`config.mk`:
```
export PLATFORM = sky130hd
export DESIGN_NAME = maxnet_loader
export DESIGN_NICKNAME = d
export VERILOG_FILES = /design/src/rtl/maxnet_loader.sv
export SDC_FILE = /design/constraint.sdc
export NUM_CORES = 1
export LEC_CHECK = 0
export ABC_AREA = 1
export CAP_MARGIN = 20
export CORE_MARGIN = 1
export CORE_UTILIZATION = 45
export CTS_CLUSTER_SIZE = 20
export DETAILED_ROUTE_END_ITERATION = 16
export PLACE_DENSITY = 0.79
export RECOVER_POWER = 50
export SETUP_SLACK_MARGIN = 0.4
export SLEW_MARGIN = 25
export SYNTH_ARGS = -nofsm -noshare
export SYNTH_HDL_FRONTEND = slang
export SYNTH_SLANG_ARGS = --single-unit
```
`constraint.sdc`:
```
create_clock -name clk -period 9.1 [get_ports clk]
set_input_delay 2.275 -clock clk [delete_from_list [all_inputs] [get_ports clk]]
set_output_delay 2.275 -clock clk [all_outputs]
set_load 0.1 [all_outputs]
```
`src/rtl/maxnet_loader.sv`:
```
// Streams five IEEE-754 operands into the Maxnet model, pulses start, then
// captures the winner (or a quiet-NaN timeout marker) for a downstream consumer.
module maxnet_loader #(
   parameter int TIMEOUT = 1023
) (
   input  logic        clk,
   input  logic        rst,
   input  logic        in_valid,
   output logic        in_ready,
   input  logic [31:0] in_data,
   output logic [31:0] eps,
   output logic [31:0] a1,
   output logic [31:0] a2,
   output logic [31:0] a3,
   output logic [31:0] a4,
   output logic        start,
   input  logic        finish,
   input  logic [31:0] mx_out,
   output logic        res_valid,
   input  logic        res_ready,
   output logic [31:0] res_data,
   output logic        res_timeout,
   output logic        busy
);

   // The counter only has to reach TIMEOUT-1, so clog2(TIMEOUT) bits suffice.
   localparam int CNT_W = (TIMEOUT > 1) ? $clog2(TIMEOUT) : 1;
   localparam logic [CNT_W-1:0] CNT_LAST = CNT_W'(TIMEOUT - 1);
   localparam logic [31:0] QNAN = 32'h7FC0_0000;

   typedef enum logic [1:0] {LOAD, START, WAIT, RESULT} state_t;

   state_t           state, state_nx;
   logic [2:0]       idx;
   logic [CNT_W-1:0] cnt;
   logic             take;
   logic             timed_out;

   always_comb begin
      state_nx  = state;
      in_ready  = 1'b0;
      start     = 1'b0;
      res_valid = 1'b0;
      busy      = 1'b1;
      take      = 1'b0;
      timed_out = 1'b0;
      case (state)
         LOAD: begin
            in_ready = 1'b1;
            busy     = 1'b0;
            take     = in_valid;
            if (in_valid && idx == 3'd4) state_nx = START;
         end
         START: begin
            start    = 1'b1;
            state_nx = WAIT;
         end
         WAIT: begin
            // finish has priority over an expiring counter
            if (finish) begin
               state_nx = RESULT;
            end else if (cnt == CNT_LAST) begin
               timed_out = 1'b1;
               state_nx  = RESULT;
            end
         end
         RESULT: begin
            res_valid = 1'b1;
            if (res_ready) state_nx = LOAD;
         end
         default: state_nx = LOAD;
      endcase
   end

   always_ff @(posedge clk or posedge rst) begin
      if (rst) begin
         state <= LOAD;
         idx   <= 3'd0;
         cnt   <= '0;
      end else begin
         state <= state_nx;
         if (take) idx <= (idx == 3'd4) ? 3'd0 : idx + 3'd1;
         else if (state == RESULT && res_ready) idx <= 3'd0;
         cnt <= (state == WAIT) ? cnt + 1'b1 : '0;
      end
   end

   always_ff @(posedge clk or posedge rst) begin
      if (rst) begin
         eps <= '0;
         a1  <= '0;
         a2  <= '0;
         a3  <= '0;
         a4  <= '0;
      end else if (take) begin
         case (idx)
            3'd0:    eps <= in_data;
            3'd1:    a1  <= in_data;
            3'd2:    a2  <= in_data;
            3'd3:    a3  <= in_data;
            default: a4  <= in_data;
         endcase
      end
   end

   // Result stays put through RESULT and LOAD until the next run captures.
   always_ff @(posedge clk or posedge rst) begin
      if (rst) begin
         res_data    <= '0;
         res_timeout <= 1'b0;
      end else if (state == WAIT && finish) begin
         res_data    <= mx_out;
         res_timeout <= 1'b0;
      end else if (timed_out) begin
         res_data    <= QNAN;
         res_timeout <= 1'b1;
      end
   end

endmodule

```
# After elaboration in Yosys (flattened, before gate mapping)
# Cells that the tools add are included.
[word_totals] reg_bits=208 in_bits=69
[classes] eq_ne=11 n_reduce_logical=14 bitwise_logic=1 addsub=2 mux=21
[ops] op="$mux 32" n=2
[ops] op="$add 10x1->10 const B" n=1
[ops] op="$eq 10x10->1 const B" n=1
[ops] op="$mux 1" n=10
[ops] op="$mux 10" n=1
[ops] op="$reduce_and 2->1" n=5
[ops] op="$mux 3" n=3
[ops] op="$mux 2" n=4
[ops] op="$pmux 2 s4" n=1
[ops] op="$eq 3x2->1 const B" n=2
[ops] op="$eq 2x2->1 const B" n=2
[ops] op="$ne 2x2->1 const B" n=2
[ops] op="$reduce_bool 2->1" n=2
[ops] op="$reduce_or 4->1" n=1
[ops] op="$add 3x1->3 const B" n=1
[ops] op="$eq 3x1->1 const B" n=1
[ops] op="$eq 3x3->1 const B" n=1
[ops] op="$logic_and 1x1->1" n=3
[ops] op="$logic_not 3->1" n=1
[ops] op="$ne 3x3->1 const B" n=1
[ops] op="$reduce_and 3->1" n=1
[ops] op="$eq 2x1->1 const B" n=1
[ops] op="$logic_not 2->1" n=1
[ops] op="$not 1->1" n=1

# Depth between registers and ports, before layout
[depth] ltp_word=6 depth_mapped=10 mapped_depth_nobuf=9

# Least setup slack after synthesis
# No wires, ideal clock.
[synth_path] kind="reg2out" start="register state[0]" end="output busy" arrival_ps=2030 t_required_ps=6825 path_buffers=0 slack_ps=4795 path_stages_with_launch=4 cell_sequence="dfrtp_1 inv_1 ha_1 inv_1"
[synth_between] elab_chain_len=2
[synth_lines] item="start, declared" line_no="33" rtl="state_t state, state_nx;"
[synth_lines] item="start signal, assigned" line_no="81" rtl="state <= state_nx;"
[synth_lines] item="$logic_not 2->1" line_no="47" rtl="case (state)"
[synth_lines] item="$mux 1" line_no="47"
[synth_lines] item="end, declared" line_no="23" rtl="output logic busy"
# No other way between the ends.

# Final worst setup path
[layout_path] start="register state[0]" end="output in_ready"
[layout_between] elab_chain_len=2
[layout_lines] item="$logic_not 2->1" line_no="47"
[layout_lines] item="$mux 1" line_no="47"
[layout_lines] item="end, declared" line_no="9" rtl="output logic in_ready,"
# No other way between the ends.

==> flow_summary.json <==
{
  "status": "finished, violations left",
  "violations": "capacitance limit, slew limit",
  "post_cts_resize_count": 0,
  "timing.rr.start": "state[0]$_DFFE_PP0P_",
  "synth_edf_count": 0,
  "yosys.area_share.simple_pct": 16.9,
  "gp_congestion": 0.791,
  "cp-end-kind": "output port",
  "multi_input_comb_area_mm2": 0.00245,
  "globalRouteOverflowTotal": 0,
  "hold_path_class": "reg2reg",
  "cp-start-kind": "flip-flop",
  "clock_skew_ns": 0.00654,
  "wire_per_inst_um": 15.6,
  "cts.path.max_buffers": 3,
  "wl_met3_mm": 2.01,
  "cts-root-buf": "clkbuf_16",
  "crit_chain": "inv_1 > ha_1 > clkdlybuf4s50_1",
  "synth_top_cell_area_share_pct": 64.2,
  "fp.dieW_um": 136,
  "grt_start_max_net_pins": 136,
  "drtIter0Drc": 391,
  "hp-start": "res_data[0]$_DFFE_PP0P_",
  "place_inst": 1276,
  "synth_top_family_by_area": "simple AND/OR/NAND/NOR gates",
  "arrival_ns": 2.48,
  "die_area_mm2": 0.0185,
  "timing.rr.end": "a3[26]$_DFFE_PP0P_",
  "netlist_instances": 823,
  "yosysTopAreaCell": "dfrtp_1",
  "max_slew_margin_pct": -37.0,
  "synth_area_leaders": "dfrtp_1, nand2_1, o21ai_0",
  "cts_hold_buf": 0,
  "setup_tns_ns": 0,
  "yosysWarningCount": 0,
  "synthFlopType": "dfrtp_1",
  "rsz0062_at_grt": "false",
  "synth_common_cells": "nand2_1, dfrtp_1, o21ai_0",
  "async_flop_share_pct": 100,
  "fin_crit_ns": 4.75,
  "startpoint": "state[0]$_DFFE_PP0P_",
  "rows": 48,
  "cp_max_fo": 4,
  "clock_latency_ns": 0.49,
  "cpPeakStageDelay_ns": 1.17,
  "grt_pass1_vias": 6326,
  "core_mm2": 0.0174,
  "synth.area.mux_share_pct": 0,
  "seqCellArea_mm2": 0.00520,
  "synthAdderAreaFrac_pct": 1.85,
  "path_buf_inv": 2,
  "track_usage_pct": 22.1,
  "crit_family": "buffers and inverters",
  "cts_sinks": 208,
  "wl_mm": 20.5,
  "cp_slowest_cell": "clkdlybuf4s50_1",
  "final_cells": 1314,
  "setup-violations-final": 0,
  "portBuffers": 265,
  "yosysUniqueCellTypes": 26,
  "synthXorXnorAreaFrac_pct": 0.108,
  "dr.pass1.iters": 4,
  "chipHeight_um": 136,
  "insertedDiodeCount": 0,
  "final_antenna_net_count": 0,
  "dr_wl_met2_mm": 9.20,
  "hpwl_mm": 13.6,
  "ys_seq_area_share_pct": 64.2,
  "slew_viol_final": 260,
  "crit_required_ns": 6.83,
  "route.detailed.drc": 0,
  "ios": 266,
  "ys_seq_elements": 208,
  "vias_per_cell": 4.94,
  "hold_depth": 2,
  "areaGrowthSynthToFinish_pct": 41.6,
  "drive_above_1_share_pct": 6.15,
  "synth_fp_nets": 904,
  "postCtsSetupRepairBufs": 0,
  "tightest_slew_ns": 2.05,
  "cts-buffers-inserted": 22,
  "cap_violations": 4,
  "cts_tree": "yes",
  "hold_viol": 0,
  "netlist_area_mm2": 0.00810,
  "start_util_pct": 46.5,
  "h-tree-depth": 1,
  "max_clock_freq_ghz": 0.211,
  "m1WireLength_mm": 8.71,
  "nets": 1156,
  "nFillCells": 1423,
  "holdPathEnd": "res_data[0]$_DFFE_PP0P_",
  "synth.most_common_cell": "nand2_1",
  "synth_compound_area_share_pct": 11.6,
  "syn_avg_cell_area_um2": 9.85,
  "grt_pass1_wl_mm": 32.2,
  "layout_worst_path_cycle_share_pct": 52.2,
  "antenna_found_initial": 0,
  "path_class": "reg2out",
  "num_vias": 6493,
  "clk_pin_slew_ns": 0.06,
  "top_layer_used": "met4",
  "ff2ff_setup_slack_ns": 5.89,
  "r2r_cells": 6
}
## how the worst max path moves through the flow
stage | endpoint | slack [ns] | cells after the start
finish | in_ready | 4.35 | 3
global route | a3[26]$_DFFE_PP0P_ | 4.05 | 5
CTS | in_ready | 4.31 | 3
detailed placement | a3[11]$_DFFE_PP0P_ | 4.61 | 3
global placement | eps[11]$_DFFE_PP0P_ | 4.63 | 3
floorplan | a1[0]$_DFFE_PP0P_ | 1.14 | 1
## worst min-delay path: stages (launching register included)
cell and delay (ns):
dfrtp_1 0.35, nand2_1 0.05, nand2_1 0.04
## area by class of cell
class | instances | area share (%)
Tap cell | 225 | 2.45
Multi-Input combinational cell | 522 | 21.4
Clock buffer | 37 | 5.74
Timing Repair Buffer | 266 | 23.2
Sequential cell | 208 | 45.4
Clock inverter | 1 | 0.0436
Inverter | 55 | 1.86
## registers in the layout, summed over array words and instances, names as in the netlist
| name | cells |
|---|---|
| a2 | 32 |
| res_timeout | 1 |
| a1 | 32 |
| eps | 32 |
| a4 | 32 |
| a3 | 32 |
| idx | 3 |
| cnt | 10 |
| res_data | 32 |
| state | 2 |
## placed cells by master, fill, tap and decap left out, drive strengths merged
cell and n:
buf 1, o22ai 1, o21ai 164, or2 10, nand2 283, dlygate4sd3 3
clkbuf 37, a21oi 6, ha 12, nor2 21, nor3 1, clkinv 1
nand4 1, inv 55, clkdlybuf4s50 262, nand3 22, dfrtp 208, xor2 1
## per-layer routing
layer,global-route usage (%),vias up
li1,-,3127
met1,28.6,3064
met2,35.1,265
met3,7.01,37
met4,7.53,0
met5,0,-
## logic make-up (layout without fill, tap and decap cells)
group	Yosys count	count (layout)
fa+ha+maj	12	12
simple gates	338	338
buf+inv	93	359
xor+xnor	1	1
compound gates	171	171
flops	208	208
## per-stage QoR
| step | utilization [%] | area [um2] | worst slack, ns | hold WS (ns) |
|---|---|---|---|---|
| after floorplan | - | 8100 | 1.14 | 0.470 |
| after global routing | 65.9 | 11500 | 4.05 | 0.498 |
| after CTS | 66.0 | 11500 | 4.31 | 0.478 |
| after detailed placement | 62.2 | 10800 | 4.61 | 0.462 |
| after global placement | 62.2 | 10800 | 4.63 | 0.453 |
| final | 65.9 | 11500 | 4.35 | 0.474 |
Power is not shown: default switching activity piles up to over one toggle a cycle in this logic, so the estimate is an artifact.
